File: config.mk
export PLATFORM = sky130hd
export DESIGN_NAME = nos_sample_pacer
export DESIGN_NICKNAME = d
export VERILOG_FILES = /design/src/rtl/nos_sample_pacer.sv
export SDC_FILE = /design/constraint.sdc
export NUM_CORES = 1
export LEC_CHECK = 0
export CORE_ASPECT_RATIO = 1.75
export CORE_MARGIN = 10
export CORE_UTILIZATION = 40
export CTS_BUF_LIST = sky130_fd_sc_hd__clkbuf_2
export CTS_CLUSTER_DIAMETER = 50
export DETAILED_ROUTE_END_ITERATION = 8
export HOLD_SLACK_MARGIN = 0.05
export PLACE_DENSITY_LB_ADDON = 0.2
export SLEW_MARGIN = 5
export SYNTH_ARGS = -nofsm -noshare
export SYNTH_HDL_FRONTEND = slang
export SYNTH_SLANG_ARGS = --single-unit
export TNS_END_PERCENT = 50
File: constraint.sdc
create_clock -name clk -period 4 [get_ports clk]
set_input_delay 0.4 -clock clk [delete_from_list [all_inputs] [get_ports clk]]
set_output_delay 0.4 -clock clk [all_outputs]
set_load 0.02 [all_outputs]
File: src/rtl/nos_sample_pacer.sv
`timescale 1ns/1ps
// Paces buffered 64-bit stereo words out at exactly one per MCLK/fs period (prefill, underrun zero-fill, mute).
// Latency: out_data/out_start register one cycle after the period tick. No input backpressure; a write to a full FIFO is dropped.
// Optional PACER_STATS_EN adds saturating underrun_cnt/overrun_cnt event counters.
module nos_sample_pacer #(
  parameter int DEPTH = 4,
  parameter int CNT_W = 10
) (
  input  logic                    clk,
  input  logic                    resetn,
  input  logic [63:0]             in_data,
  input  logic                    in_valid,
  input  logic [2:0]              ratio,
  input  logic                    mute,
  input  logic                    clr_flags,
  output logic [63:0]             out_data,
  output logic                    out_start,
  output logic [$clog2(DEPTH):0]  level,
  output logic                    locked,
  output logic                    underrun,
`ifdef PACER_STATS_EN
  output logic [15:0]             underrun_cnt,
  output logic [15:0]             overrun_cnt,
`endif
  output logic                    overrun
);
  localparam int AW = $clog2(DEPTH);
  localparam int LW = AW + 1;

  typedef enum logic {IDLE, RUN} state_t;

  state_t           state_q, state_d;
  logic [CNT_W-1:0] cnt_q, last;
  logic [2:0]       ratio_q;
  logic [63:0]      mem [DEPTH];
  logic [AW-1:0]    wr_ptr, rd_ptr;
  logic             ratio_chg, tick, full, push, pop, rel_go, unf_set, ovf_set;

  always_comb begin
    case (ratio_q)
      3'd0:    last = CNT_W'(255);
      3'd1:    last = CNT_W'(383);
      3'd2:    last = CNT_W'(511);
      3'd3:    last = CNT_W'(767);
      default: last = CNT_W'(1023);
    endcase
  end

  assign ratio_chg = (ratio != ratio_q);
  assign tick      = (cnt_q == last);
  assign full      = (level == LW'(DEPTH));
  assign locked    = (state_q == RUN);

  // A ratio change overrides everything: no release, no write, FIFO flushed.
  always_comb begin
    state_d = state_q;
    pop     = 1'b0;
    rel_go  = 1'b0;
    unf_set = 1'b0;
    if (ratio_chg) begin
      state_d = IDLE;
    end else if (tick) begin
      if (state_q == IDLE) begin
        if (level >= LW'(DEPTH / 2)) state_d = RUN;
      end else begin
        rel_go = 1'b1;
        if (level != '0) begin
          pop = 1'b1;
        end else begin
          unf_set = 1'b1;
          state_d = IDLE;
        end
      end
    end
  end

  // A pop in the same cycle frees the slot, so a write to a full FIFO is still taken.
  assign push    = in_valid && !ratio_chg && (!full || pop);
  assign ovf_set = in_valid && !ratio_chg && full && !pop;

  always_ff @(posedge clk or negedge resetn) begin
    if (!resetn) begin
      state_q   <= IDLE;
      cnt_q     <= '0;
      ratio_q   <= '0;
      level     <= '0;
      wr_ptr    <= '0;
      rd_ptr    <= '0;
      out_data  <= '0;
      out_start <= 1'b0;
      underrun  <= 1'b0;
      overrun   <= 1'b0;
    end else begin
      state_q   <= state_d;
      ratio_q   <= ratio;
      out_start <= rel_go;
      if (rel_go) out_data <= (pop && !mute) ? mem[rd_ptr] : '0;
      if (ratio_chg) begin
        cnt_q  <= '0;
        level  <= '0;
        wr_ptr <= '0;
        rd_ptr <= '0;
      end else begin
        cnt_q <= tick ? '0 : cnt_q + CNT_W'(1);
        level <= level + LW'(push) - LW'(pop);
        if (push) wr_ptr <= wr_ptr + AW'(1);
        if (pop)  rd_ptr <= rd_ptr + AW'(1);
      end
      underrun <= unf_set | (underrun & ~clr_flags);
      overrun  <= ovf_set | (overrun & ~clr_flags);
    end
  end

  always_ff @(posedge clk) begin
    if (push) mem[wr_ptr] <= in_data;
  end

`ifdef PACER_STATS_EN
  // Event beats clear: a coinciding clear restarts the count at 1.
  always_ff @(posedge clk or negedge resetn) begin
    if (!resetn) begin
      underrun_cnt <= '0;
      overrun_cnt  <= '0;
    end else begin
      if (unf_set)
        underrun_cnt <= clr_flags ? 16'd1 :
                        (underrun_cnt == 16'hFFFF) ? underrun_cnt : underrun_cnt + 16'd1;
      else if (clr_flags)
        underrun_cnt <= '0;
      if (ovf_set)
        overrun_cnt <= clr_flags ? 16'd1 :
                       (overrun_cnt == 16'hFFFF) ? overrun_cnt : overrun_cnt + 16'd1;
      else if (clr_flags)
        overrun_cnt <= '0;
    end
  end
`endif

endmodule

Word level (Yosys, flattened, before mapping)
Memories as Yosys holds them, arrays and structs flattened. Cells that the tools add are included.

Register bits after elaboration: 88. Memory bits (writable): 256. Input bits: 72. Output and inout port bits: 71. Logic and storage cells: 69. Memories: 1.

Add/sub/neg operators: 5. $lt $le $gt $ge: 1. Equality and inequality tests: 6. Multiplexer cells: 26. Bitwise logic cells: 5. Reduce and logical (&&, ||, !) cells: 15.

Memory list: mem (depth 4, width 64, rd ports 1, clocked after memory_dff 0, wr ports 1, RTL line 35) `logic [63:0] mem [DEPTH];`.

Operators with widths (number): 64-bit two-way mux (1); 10-bit one-hot mux with 4 select lines (1); 10-bit two-way mux (2); 1-bit two-way mux (17); 10-bit by 1-bit adder with 10-bit output, second input constant (1); 10-bit equality test (1); 2-bit two-way mux (4); 3-bit by 2-bit equality test with 1-bit output, second input constant (2); 2-bit nonzero test (3); 1-bit logical AND (5); 2-bit by 1-bit adder with 2-bit output, second input constant (2); 1-bit logical NOT (4); 3-bit by 1-bit adder with 3-bit output (1); 3-bit by 1-bit equality test with 1-bit output, second input constant (1); 3-bit equality test, second input constant (1); 3-bit by 2-bit >= comparator with 1-bit output, second input constant (1); 3-bit logical NOT (1); 3-bit two-way mux (1); 3-bit != test (1); 3-bit nonzero test (1); 3-bit by 1-bit subtractor with 3-bit output (1); 1-bit bitwise AND (2); 1-bit OR (2); 1-bit logical OR (1); 1-bit inverter (1).

Depth between registers and ports, before layout
Gate-level depths: netlist (run 1).

Word-level depth: 10. Gate-level depth with buffers: 13. Depth with buffers taken out: 12.

Worst setup path after synthesis (run 1)
OpenSTA, ideal clock, no wires.

Kind: register -> register. Start: register ratio_q[1]. End: memory mem[0][0] (enable). Library setup time: 0.427 ns. Arrival time: 2.983 ns. Data required time: 3.573 ns. Path slack: 0.589 ns. Stages on the path, launching flop included: 7. Clock period less this slack: 3.411 ns. Cell sequence: dfrtp_1 -> xor2_1 -> or3_4 -> a21oi_1 -> and3_1 -> clkbuf_1 -> o2111a_1.

Cells in the longest elaborated chain, start to end: 9.

Ends and longest elaborated chain: start: declaration (RTL line 34) `logic [2:0] ratio_q;`; start signal: assignment (RTL line 95) `ratio_q <= ratio;`; 3-bit by 2-bit equality test with 1-bit output (tied with other cells) (RTL line 40) `case (ratio_q)`; 10-bit one-hot mux with 4 select lines (RTL line 40); 10-bit equality test (RTL line 50) `assign tick = (cnt_q == last);`; 1-bit two-way mux (RTL line 62) `end else if (tick) begin`; 1-bit two-way mux (RTL line 60) `if (ratio_chg) begin`; 1-bit logical OR (RTL line 78) `assign push = in_valid && !ratio_chg && (!full || pop);`; 1-bit logical AND (*) (RTL line 78); 1-bit two-way mux (*) (RTL line 115) `if (push) mem[wr_ptr] <= in_data;`; 1-bit two-way mux (implied by the code) (*) (RTL line 115); end: declaration (RTL line 35).

Every way passes the cells marked *; elsewhere a longest branch is shown, timed or not.

Final worst setup path (run 1)
Start: register ratio_q[1]. End: register level[1].

Cells in the longest elaborated chain, start to end: 10.

Ends and longest elaborated chain: 3-bit by 2-bit equality test with 1-bit output (tied with other cells) (RTL line 40); 10-bit one-hot mux with 4 select lines (RTL line 40); 10-bit equality test (RTL line 50); 1-bit two-way mux (RTL line 62); 1-bit two-way mux (RTL line 60); 1-bit logical OR (RTL line 78); 1-bit logical AND (RTL line 78); 3-bit by 1-bit adder with 3-bit output (RTL line 105) `level <= level + LW'(push) - LW'(pop);`; 3-bit by 1-bit subtractor with 3-bit output (RTL line 105); 3-bit two-way mux (*) (RTL line 98) `if (ratio_chg) begin`; end signal: assignment (RTL line 105); end: declaration (RTL line 18) `output logic [$clog2(DEPTH):0] level,`.

Marks and branches as above. A chain may end at the register's enable or synchronous reset.

==> flow_summary.json, run 1 <==
{
  "area_growth_pct": 25.6,
  "cts_max_path_buffers": 3,
  "syn_nets": 833,
  "layout_common_cells": "edfxtp_1 (256), clkdlybuf4s50_1 (141), clkbuf_2 (111), dfrtp_1 (86), nand2_1 (76)",
  "yosysWarnings": 0,
  "fillers": 2772,
  "grt_pass1_wl_microns": 48700,
  "p_leak_nw": 5.69,
  "synthFlopType": "edfxtp_1",
  "post_cts_resized": 0,
  "layout_commonest_cell": "edfxtp_1",
  "status": "complete, no violations",
  "synth.avg_cell_area_sq_um": 17.5,
  "start_util_pct": 40.7,
  "async_reset_ff_share_pct": 25.6,
  "ant_nets": 0,
  "nNetsFinal": 1090,
  "cp_slowest_stage_delay_ns": 0.43,
  "synthDistinctLibCells": 39,
  "ir_drop_mv": 0.175,
  "vias": 7597,
  "path_class": "flop to flop",
  "placedInstanceArea_sq_mm": 0.0151,
  "cp.arrival_ns": 3.72,
  "viasPerCell": 5.15,
  "die_x_microns": 157,
  "pin_count": 143,
  "max_slew_margin_pct": 29.2,
  "clk_latency_ns": 0.92,
  "cts_tree": "done",
  "overflow": 0,
  "worst-slew-pin-transition_ns": 1.06,
  "fmax_mhz": 341,
  "max_cap_violations": 0,
  "rows": 87,
  "cts_buffers": 79,
  "hold_path.class": "primary input to async pin",
  "rsz0062_at_grt": "no",
  "whs_ns": 0.177,
  "wire_per_inst_microns": 21.2,
  "htreeDepth": 3,
  "drc": 0,
  "post-dp-hpwl_microns": 18300,
  "die_area_sq_mm": 0.0409,
  "grt_pass1_vias": 8596,
  "ys_ff_latch": 344,
  "synth_cells": 752,
  "place.gp.congestion": 0.765,
  "cp_cell_sequence": "xor2_1 > or3_4 > a21oi_1 > and3_1 > o21bai_1 > ha_1 > inv_1 > ha_1 > inv_1 > fa_1 > nor4_1",
  "fin_crit_ns": 2.93,
  "clkSlewWorstSetupHoldPaths_ns": 0.10,
  "grt_max_degree": 71,
  "p_per_area_mw_per_mm2": 393,
  "critPathMaxFanout": 6,
  "drive_above_1_share_pct": 20.3,
  "hold_violations": 0,
  "setup_viol": 0,
  "ys_seq_area_share_pct": 75.1,
  "core_area_sq_mm": 0.0323,
  "io_buffers": 142,
  "drt_iter0_markers": 395,
  "period_share_pct": 73.2,
  "slew_viol_final": 0,
  "cp.required_ns": 4.79,
  "synth_edf_count": 256,
  "fp.dieH_microns": 260,
  "stdcell_area_sq_mm": 0.0165,
  "cts_num_sinks": 344,
  "antenna_found_initial": 1,
  "p_total_mw": 6.50,
  "fin_cells": 1476,
  "fin_skew_ns": 0.0572,
  "clock-root-buffer": "clkbuf_2",
  "crit_slowest_cell": "dfrtp_1",
  "crit_path_end_kind": "flop",
  "track_usage_pct": 15.7,
  "syn_area_sq_mm": 0.0132,
  "first_pass_iters": 4,
  "placed_cells": 1263,
  "start_kind": "flop",
  "totalNegativeSetupSlack_ns": 0,
  "wl_microns": 31300
}
==> per-stage QoR <==
stage	util (%)	setup WS [ns]
floorplan	-	0.589
global placement	46.6	0.799
detailed placement	46.6	0.754
CTS	51.2	1.04
global route	51.2	0.833
finish	51.2	1.07
==> final cells by class <==
type,instances,area [sq um],area share [%]
Antenna cell,1,2.50,0.0151
Tap cell,400,500,3.03
Timing Repair Buffer,222,2230,13.5
Inverter,9,33.8,0.204
Clock inverter,36,254,1.54
Multi-Input combinational cell,353,3070,18.5
Clock buffer,111,556,3.36
Sequential cell,344,9900,59.8
==> where the power goes <==
group | internal, mW | switching (mW)
Clock | 1.02 | 1.36
Sequential | 3.87 | 0.00918
Combinational | 0.132 | 0.111
==> worst max-delay path: cells and delay by family (launching register included) <==
| family | cells | cell delay [ns] |
|---|---|---|
| xor gates and xnor gates | 1 | 0.19 |
| DFF | 1 | 0.43 |
| and+or+nand+nor | 3 | 0.98 |
| adders and majority gates | 3 | 0.85 |
| buffers and inverters | 2 | 0.10 |
| AOI/OAI and AO/OA | 2 | 0.29 |
==> path summary, 6_finish.rpt <==
kind                              start      endpoint  slack, ns  cells past startpoint
min                              resetn  out_data[58]       0.18                      2
max reg2reg                  ratio_q[1]      level[1]       1.07                     11
max                          ratio_q[1]      level[1]       1.07                     11
max in group asynchronous        resetn  out_data[41]       2.90                      3
min in group clk            in_data[58]    mem[2][58]       0.21                      1
min reg2reg                out_data[62]  out_data[62]       0.52                      2
==> synthesized netlist by cell type, types with 2 or more instances <==
master,count,share of area (%)
edfxtp_1,256,58
dfrtp_1,88,17
nand2_1,77,2.2
o21ai_0,70,2.7
mux4_2,64,11
o21ai_1,60,2.3
clkbuf_1,32,0.91
nor2_1,11,0.31
inv_1,9,0.26
ha_1,8,0.76
xor2_1,8,0.53
buf_6,7,0.60
buf_2,6,0.23
nand3_1,6,0.23
xnor2_1,5,0.33
mux2i_1,4,0.30
nor3_1,4,0.15
o2111a_1,4,0.34
and2_1,3,0.14
and3_1,3,0.14
and4_1,3,0.20
a21o_1,2,0.11
nand2b_1,2,0.095
nor2b_1,2,0.095
nor3b_1,2,0.11
nor4_1,2,0.095
o32ai_1,2,0.13
==> state kept, by name, indices dropped and copies added (netlist names) <==
name	flops
cnt_q	10
level	3
locked	1
mem	256
out_data	64
out_start	1
overrun	1
ratio_q	3
rd_ptr	2
underrun	1
wr_ptr	2
==> layer usage <==
metal,global-route usage [%],share of wire (%),vias to the layer above
met5,0,0,-
met4,6.02,1.7,0
met3,3.49,3.8,37
met2,29.0,57,174
met1,16.8,38,3913
li1,-,-,3473
==> cells by family after synthesis <==
group | count (synthesis) | share of synthesized area, %
adder cells (fa/ha/maj) | 9 | 0.912
AND/OR/NAND/NOR | 119 | 4.00
buffers and inverters | 55 | 2.02
AO/OA/AOI/OAI | 144 | 5.88
flip-flops | 344 | 75.1
XOR/XNOR | 13 | 0.864
multiplexers | 68 | 11.2
==> timing repair <==
item | CTS | global route
hold buffers | 65 | 0
buffers inserted | 0 | 0
setup endpoints to repair | 0 | 0
endpoints found under the hold margin | 292 | 0
Power figures use the tool's default switching activity.
==> run 2: changes to the inputs <==
==> constraint.sdc (replaced) <==
create_clock -name clk -period 3 [get_ports clk]
set_input_delay 0.3 -clock clk [delete_from_list [all_inputs] [get_ports clk]]
set_output_delay 0.3 -clock clk [all_outputs]
set_load 0.02 [all_outputs]
==> run 2 against run 1 <==
Against the previous run:
- first-iteration DRC count grew 6.8%
- sequential cell count stayed put
- setup slack worse by 0.84 ns
- combinational power up 42%
- non-clock buffer count increased by 20
- register-to-register slack lost 0.84 ns
- clock power is 28% higher
- total power is 32% higher
- sequential share of layout area is 0.84 points lower
- hold slack improved by 0.27 ns
- critical path type unchanged
- largest cell class unchanged
- largest power group unchanged
==> flow_summary.json, run 2 (same netlist as run 1, synthesis figures left out) <==
{
  "status": "complete, no violations",
  "largest_register_ffs": 256,
  "path_class": "flop to flop",
  "grt_pass1_wl_microns": 49200,
  "cts_num_sinks": 344,
  "wl_microns": 31400,
  "wire_per_inst_microns": 21.0,
  "p_per_area_mw_per_mm2": 510,
  "rows": 87,
  "clk_latency_ns": 0.92,
  "antenna_found_initial": 1,
  "place.gp.congestion": 0.736,
  "p_leak_nw": 5.82,
  "overflow": 0,
  "drive_above_1_share_pct": 21.6,
  "setup_viol": 0,
  "period_share_pct": 92.1,
  "slew_viol_final": 0,
  "hold_violations": 0,
  "io_buffers": 142,
  "ir_drop_mv": 0.293,
  "crit_end": "level[2]",
  "cts_tree": "done",
  "pin_count": 143,
  "start_util_pct": 40.7,
  "max_slew_margin_pct": 44.0,
  "reg_top3": "mem x256, out_data x64, cnt_q x10",
  "critPathBufInv": 2,
  "drt_iter0_markers": 422,
  "fmax_mhz": 362,
  "track_usage_pct": 15.9,
  "top_register": "mem",
  "worst-slew-pin-transition_ns": 0.840,
  "fp.dieH_microns": 260,
  "nNetsFinal": 1111,
  "worst-r2r-setup-slack_ns": 0.24,
  "rsz0062_at_grt": "no",
  "r2r_cells": 12,
  "drc": 0,
  "cp_num_cells": 12,
  "critPathMaxFanout": 3,
  "clock-root-buffer": "clkbuf_2",
  "ant_nets": 0,
  "whs_ns": 0.446,
  "grt_max_degree": 71,
  "die_area_sq_mm": 0.0409,
  "cp_slowest_stage_delay_ns": 0.43,
  "area_growth_pct": 27.4,
  "layout_common_cells": "edfxtp_1 (256), clkdlybuf4s50_1 (141), clkbuf_2 (120), dfrtp_1 (85), nand2_1 (76)",
  "cts_buffers": 80,
  "max_cap_violations": 0,
  "fin_crit_ns": 2.76,
  "grt_pass1_vias": 8737,
  "die_x_microns": 157,
  "first_pass_iters": 4,
  "layout_commonest_cell": "edfxtp_1",
  "htreeDepth": 3,
  "vias": 7749,
  "cts_max_path_buffers": 3,
  "r2r_end": "level[2]",
  "hold_path.class": "primary input to flop",
  "core_area_sq_mm": 0.0323,
  "crit_path_end_kind": "flop",
  "viasPerCell": 5.18,
  "cp_cell_sequence": "xor2_1 > or3_4 > a21oi_1 > and4_1 > nor2b_1 > ha_1 > inv_1 > ha_1 > inv_1 > fa_1 > xnor2_1 > nor4_1",
  "r2r-start": "ratio_q[1]",
  "crit_slowest_cell": "dfrtp_1",
  "crit_start": "ratio_q[1]",
  "cp_top_family": "simple AND/OR/NAND/NOR gates",
  "clkSlewWorstSetupHoldPaths_ns": 0.13,
  "totalNegativeSetupSlack_ns": 0,
  "cp.required_ns": 3.82,
  "post-dp-hpwl_microns": 17600,
  "fin_skew_ns": 0.0464,
  "start_kind": "flop",
  "cp.arrival_ns": 3.58
}
## run 2: changes by cell type in the layout (fill, tap and decap cells not counted), moves of 2 or more
cell,previous run,this run
dlygate4sd3_1,65,73
clkinv_1,21,17
bufinv_16,4,2
clkbuf_2,111,120
buf_4,12,16
buf_12,4,11
## run 2: final cells by class
type	instances	area, sq um
Fill cell	2743	15500
Sequential cell	344	9900
Multi-Input combinational cell	353	3070
Timing Repair Buffer	242	2510
Clock buffer	120	601
Tap cell	400	500
Clock inverter	27	163
Inverter	9	33.8
Antenna cell	1	2.50
## run 2: metrics by stage
stage	util (%)	power [mW]	worst slack, ns	area (sq um)	std cells
3_5_place_dp	47.1	5.53	0.0813	15200	1272
2_1_floorplan	-	5.34	-0.411	13200	752
4_1_cts	51.8	8.72	0.0772	16800	1493
3_3_place_gp	47.1	5.53	0.0988	15200	1272
5_1_grt	51.9	8.98	0.0398	16800	1496
6_report	51.9	8.55	0.236	16800	1496
## run 2: metal layers
layer	global-route usage (%)	part of all wire, %	routed length [microns]
met1	17.0	37	11800
met2	28.8	55	17300
met3	3.60	4.8	1520
met4	7.19	2.5	795
met5	0	0	0
## run 2: worst min path at each step
stage	slack [ns]	end	startpoint	cells after the start
2_1_floorplan	0.004	cnt_q[0]	resetn	0
3_3_place_gp	0.45	cnt_q[5]	resetn	1
3_5_place_dp	0.45	cnt_q[9]	resetn	1
4_1_cts	0.29	ratio_q[0]	ratio[0]	2
5_1_grt	0.36	ratio_q[1]	ratio[1]	2
6_report	0.45	ratio_q[1]	ratio[1]	2
## run 2: power breakdown
part,switching [mW],total (mW),internal [mW]
logic,0.153,0.346,0.193
clock network,1.80,3.04,1.24
registers,0.0114,5.16,5.15
total,1.96,8.55,6.59
## run 2: what timing repair did
item / 4_1_cts / 5_1_grt
hold buffers: 74 / 0
setup buffers: 0 / 2
gates resized for setup: 0 / 2
endpoints found under the hold margin: 354 / 0
endpoints found under the setup margin: 0 / 2
